[src/rtl/bpu_perf_monitor.sv]
`default_nettype none
// ============================================================================
// Module      : bpu_perf_monitor
// Description : Eight saturating branch-prediction event counters fed by the
//               CPU debug outputs, read back through a req/ack handshake.
// Revision    : 1.0 - initial release
// ============================================================================
module bpu_perf_monitor #(
  parameter int CNT_W = 32
) (
  input  logic             clk,
  input  logic             rst,
  input  logic             en,
  input  logic             clr,
  input  logic [31:0]      inst_ex,
  input  logic             flush,
  input  logic             stall,
  input  logic             hit,
  input  logic             rd_req,
  input  logic [2:0]       rd_sel,
  output logic             rd_ack,
  output logic [CNT_W-1:0] rd_data,
  output logic [7:0]       ovf
);

  localparam logic [CNT_W-1:0] C_CNT_MAX   = '1;
  localparam logic [6:0]       C_OP_BRANCH = 7'b1100011;
  localparam logic [6:0]       C_OP_JAL    = 7'b1101111;
  localparam logic [6:0]       C_OP_JALR   = 7'b1100111;

  typedef enum logic [1:0] {
    IDLE     = 2'd0,
    ACK      = 2'd1,
    WAIT_LOW = 2'd2
  } state_t;

  state_t           r_state;
  state_t           w_state_next;
  logic             w_accept;
  logic [CNT_W-1:0] r_cnt [8];
  logic [7:0]       r_ovf;
  logic [7:0]       w_inc;
  logic             r_flush_q;
  logic [6:0]       w_opcode;

  assign w_opcode = inst_ex[6:0];

  // Events 3/4/5/7 are stall-gated so a frozen EX/IF register is counted once.
  always_comb begin
    w_inc = '0;
    if (en) begin
      w_inc[0] = 1'b1;
      w_inc[1] = !stall;
      w_inc[2] = stall;
      w_inc[3] = !stall && (w_opcode == C_OP_BRANCH);
      w_inc[4] = !stall && (w_opcode == C_OP_JAL);
      w_inc[5] = !stall && (w_opcode == C_OP_JALR);
      w_inc[6] = flush && !r_flush_q;
      w_inc[7] = hit && !stall;
    end
  end

  // Edge history runs independently of en and clr.
  always_ff @(posedge clk or negedge rst) begin
    if (!rst) begin
      r_flush_q <= 1'b0;
    end else begin
      r_flush_q <= flush;
    end
  end

  always_ff @(posedge clk or negedge rst) begin
    if (!rst) begin
      for (int i = 0; i < 8; i++) begin
        r_cnt[i] <= '0;
      end
      r_ovf <= '0;
    end else if (clr) begin
      for (int i = 0; i < 8; i++) begin
        r_cnt[i] <= '0;
      end
      r_ovf <= '0;
    end else begin
      for (int i = 0; i < 8; i++) begin
        if (w_inc[i]) begin
          if (r_cnt[i] == C_CNT_MAX) begin
            r_ovf[i] <= 1'b1;
          end else begin
            r_cnt[i] <= r_cnt[i] + 1'b1;
          end
        end
      end
    end
  end

  always_ff @(posedge clk or negedge rst) begin
    if (!rst) begin
      r_state <= IDLE;
    end else begin
      r_state <= w_state_next;
    end
  end

  // WAIT_LOW forces a request low phase before the next capture.
  always_comb begin
    w_state_next = r_state;
    w_accept     = 1'b0;
    case (r_state)
      IDLE: begin
        if (rd_req) begin
          w_accept     = 1'b1;
          w_state_next = ACK;
        end
      end
      ACK:      w_state_next = WAIT_LOW;
      WAIT_LOW: if (!rd_req) w_state_next = IDLE;
      default:  w_state_next = IDLE;
    endcase
  end

  always_ff @(posedge clk or negedge rst) begin
    if (!rst) begin
      rd_data <= '0;
    end else if (w_accept) begin
      rd_data <= r_cnt[rd_sel];
    end
  end

  assign rd_ack = (r_state == ACK);
  assign ovf    = r_ovf;

endmodule
`default_nettype wire

[config.mk]
export PLATFORM = sky130hd
export DESIGN_NAME = bpu_perf_monitor
export DESIGN_NICKNAME = d
export VERILOG_FILES = /design/src/rtl/bpu_perf_monitor.sv
export SDC_FILE = /design/constraint.sdc
export NUM_CORES = 1
export LEC_CHECK = 0
export BUFFER_PORTS_ARGS = -buffer_cell sky130_fd_sc_hd__buf_2
export CELL_PAD_IN_SITES_DETAIL_PLACEMENT = 1
export CELL_PAD_IN_SITES_GLOBAL_PLACEMENT = 2
export CORE_AREA = 2 2 202 204
export DETAILED_ROUTE_END_ITERATION = 7
export DIE_AREA = 0 0 204 206
export HOLD_SLACK_MARGIN = 0.12
export PLACE_DENSITY = 0.91
export SYNTH_ARGS = -nofsm -noshare
export SYNTH_HDL_FRONTEND = slang
export SYNTH_SLANG_ARGS = --single-unit
[constraint.sdc]
create_clock -name clk -period 5.8 [get_ports clk]
set_input_delay 0.29 -clock clk [delete_from_list [all_inputs] [get_ports clk]]
set_output_delay 0.29 -clock clk [all_outputs]
set_load 0.01 [all_outputs]
==> impl_metrics.yaml <==
outcome:
  status: "completed"
setup_path:
  cp.arrival_ps: 3660
  critPathLaunch: "r_cnt[9]"
  reg2reg_from: "r_cnt[9]"
  critPathBufInv: 0
  cp_cell_sequence: "nand4_1 -> nor4_1 -> nand3_1 -> or4_1 -> a21oi_1"
  cpLargestDelayFamily: "simple AND/OR/NAND/NOR gates"
  cp_max_fo: 13
  setup.worst_path.class: "flip-flop to flip-flop"
  cpMaxStageDelayCell: "nor4_1"
  end_kind: "flip-flop"
  critPathRequiredTime_ps: 6260
  setup.worst_path.start_class: "flip-flop"
  cpPeakStageDelay_ps: 1060
layout:
  n_fill_cell: 4492
  drive_gt1_share_pct: 11.6
  area_growth_pct: 12.5
  nets: 1839
  final_core_util_pct: 47.4
  layout_common_cells: "dfrtp_1 (299), nor2_1 (288), nand2_1 (105)"
  layout_commonest_cell: "dfrtp_1"
  regArea_mm2: 0.00748
  multi_input_area_mm2: 0.00905
  layout.cells.non_filler: 2343
placement:
  hpwl_um: 38500
  port_buffers: 58
  gp_congestion: 0.903
  post-place-cells: 2278
logic_synthesis:
  ys_types: 57
  syn_avg_cell_area_um2: 9.66
  synthFlopType: "dfrtp_1"
  ys_warn_count: 0
  syn-num-nets: 1804
  yosys.area.top_type_share_pct: 44.2
  netlist_instances: 1753
  synth_edf_count: 0
  ys_ff_latch: 299
  synth_seq_area_share_pct: 44.2
  synth_area_leaders: "dfrtp_1 (44%), mux4_2 (8.5%), nor2_1 (6.4%)"
  syn-cell-area_mm2: 0.0169
  async_reset_ff_share_pct: 100
  synth_largest_area_cell: "dfrtp_1"
global_route:
  antenna_found_initial: 0
  track_usage_pct: 26.6
  grt_pass1_vias: 14800
  grt.overflow.total: 0
  grt_max_degree: 158
  grt_pass1_wl_um: 86800
floorplan:
  coreArea_mm2: 0.0402
  io_pins: 84
  initial_core_util_pct: 42.2
  dieArea_mm2: 0.0420
  rows: 74
  die_w_um: 204
  die_y_um: 206
flow_run:
  drv_cap: 0
timing:
  rsz0062_at_grt: "false"
  fmax_ghz: 0.312
  setup_tns_ps: 0
  relSlewSlack_pct: 18.8
  tightest_slew_ps: 1210
  finalHoldViolations: 0
  setup_viol: 0
  report.final.slew_viol_count: 0
  post-route-period-util_pct: 55.3
  skew_ps: 26.0
  finalCriticalPeriod_ps: 3210
route:
  wirelength_um: 54900
  viasPerCell: 6.17
  num_vias: 14500
  drtIter0Drc: 1150
  drc: 0
  routedWlPerCell_um: 23.4
  antenna_left: 0
  first_pass_iters: 5
clock_tree:
  cts.path.max_buffers: 3
  clk_latency_ps: 540
  clkTransAtPathRegs_ps: 60
  cts.htree.levels: 2
  numCtsBuffers: 37
  cts_tree: "yes"
  clk_root_buffer_cell: "clkbuf_16"
  cts_sinks: 299
worst_hold_path:
  hp-start: "inst_ex[4]"
  holdCritPathClass: "input pin to flip-flop"
power_and_ir_drop:
  leakage_uw: 0.00752
  vdd_drop_max_v: 0.000167
  power.density_mw_per_mm2: 279
logic make-up (layout without fill, tap and decap cells):
kind of cell	after synthesis	in the layout	synth area share, %
multiplexers	112	112	11.4
flip-flops	299	299	44.2
other	0	1	0
buffers and inverters	108	165	2.46
adder cells (fa/ha/maj)	8	8	0.591
AO/OA/AOI/OAI	165	165	5.52
XOR/XNOR	183	183	9.46
AND/OR/NAND/NOR	878	878	26.4
worst register-to-register path, cell delays in order (launching register included):
cell,delay [ps]
dfrtp_1,440
nand4_1,210
nor4_1,1060
nand3_1,670
or4_1,610
a21oi_1,150
through the flow:
stage | hold slack (ps) | power [uW] | area [um2] | setup slack [ps]
after detailed placement | 279 | 2860 | 17800 | 2660
after global placement | 277 | 2840 | 17800 | 2800
after CTS | 260 | 5360 | 19000 | 2620
after floorplan | -5.59 | 2610 | 16900 | 3480
after global routing | 310 | 5510 | 19000 | 2250
final | 278 | 5320 | 19100 | 2590
flip-flops by register name, indices dropped and copies added, names as in the netlist:
name,flops
r_cnt,256
ovf,8
r_flush_q,1
rd_data,32
r_state,2
per-layer routing:
layer  vias up  global-route usage (%)  wire, um
met5         -                       0         0
met4         0                    8.59      1660
met3        92                    2.95      2440
met2       388                    43.1     25900
met1      7570                    37.3     24900
li1       6407                       -         -
cell usage after synthesis (8+ instances only):
cell	count
inv_1	25
a21oi_1	87
and4_1	22
o21ai_0	40
buf_1	12
nor2_1	288
nor3_1	59
dfrtp_1	299
nor2b_1	15
mux4_2	64
or4_1	16
nand3_1	103
nand2_1	105
mux2i_1	42
xnor2_1	88
ha_1	8
clkbuf_1	67
or3_1	47
xor2_1	95
and2_1	9
and3_1	42
nand4_1	96
nor4_1	42
worst paths after layout:
path / end / slack [ps] / cells after the start
min in group asynchronous: r_cnt[163] / 320 / 2
hold reg to reg: ovf[2] / 500 / 2
setup reg to reg: r_cnt[29] / 2590 / 5
hold / removal: r_cnt[129] / 280 / 4
max in group asynchronous: r_cnt[72] / 4050 / 3
setup / recovery: r_cnt[29] / 2590 / 5
layout make-up:
class / instances / area share (%)
multi-input cells: 1346 / 47.5
flip-flops and latches: 299 / 39.3
clock buffers: 49 / 5.25
well taps: 532 / 3.49
repair buffers: 79 / 2.57
clock inverters: 12 / 1.38
inverters: 25 / 0.493
diodes: 1 / 0.0131
power breakdown:
| part | switching [uW] | internal, uW | leakage [uW] | total (uW) |
|---|---|---|---|---|
| combinational | 339 | 190 | 0.00279 | 530 |
| clock | 937 | 1560 | 0.000613 | 2500 |
| sequential | 84.3 | 2210 | 0.00411 | 2300 |
| total | 1360 | 3960 | 0.00752 | 5320 |
repair_timing:
action | 4_1_cts | 5_1_grt
hold buffers | 3 | 0
setup buffers | 0 | 0
endpoints found under the hold margin | 64 | 0
resized for setup | 0 | 0
Power figures use the tool's default switching activity.
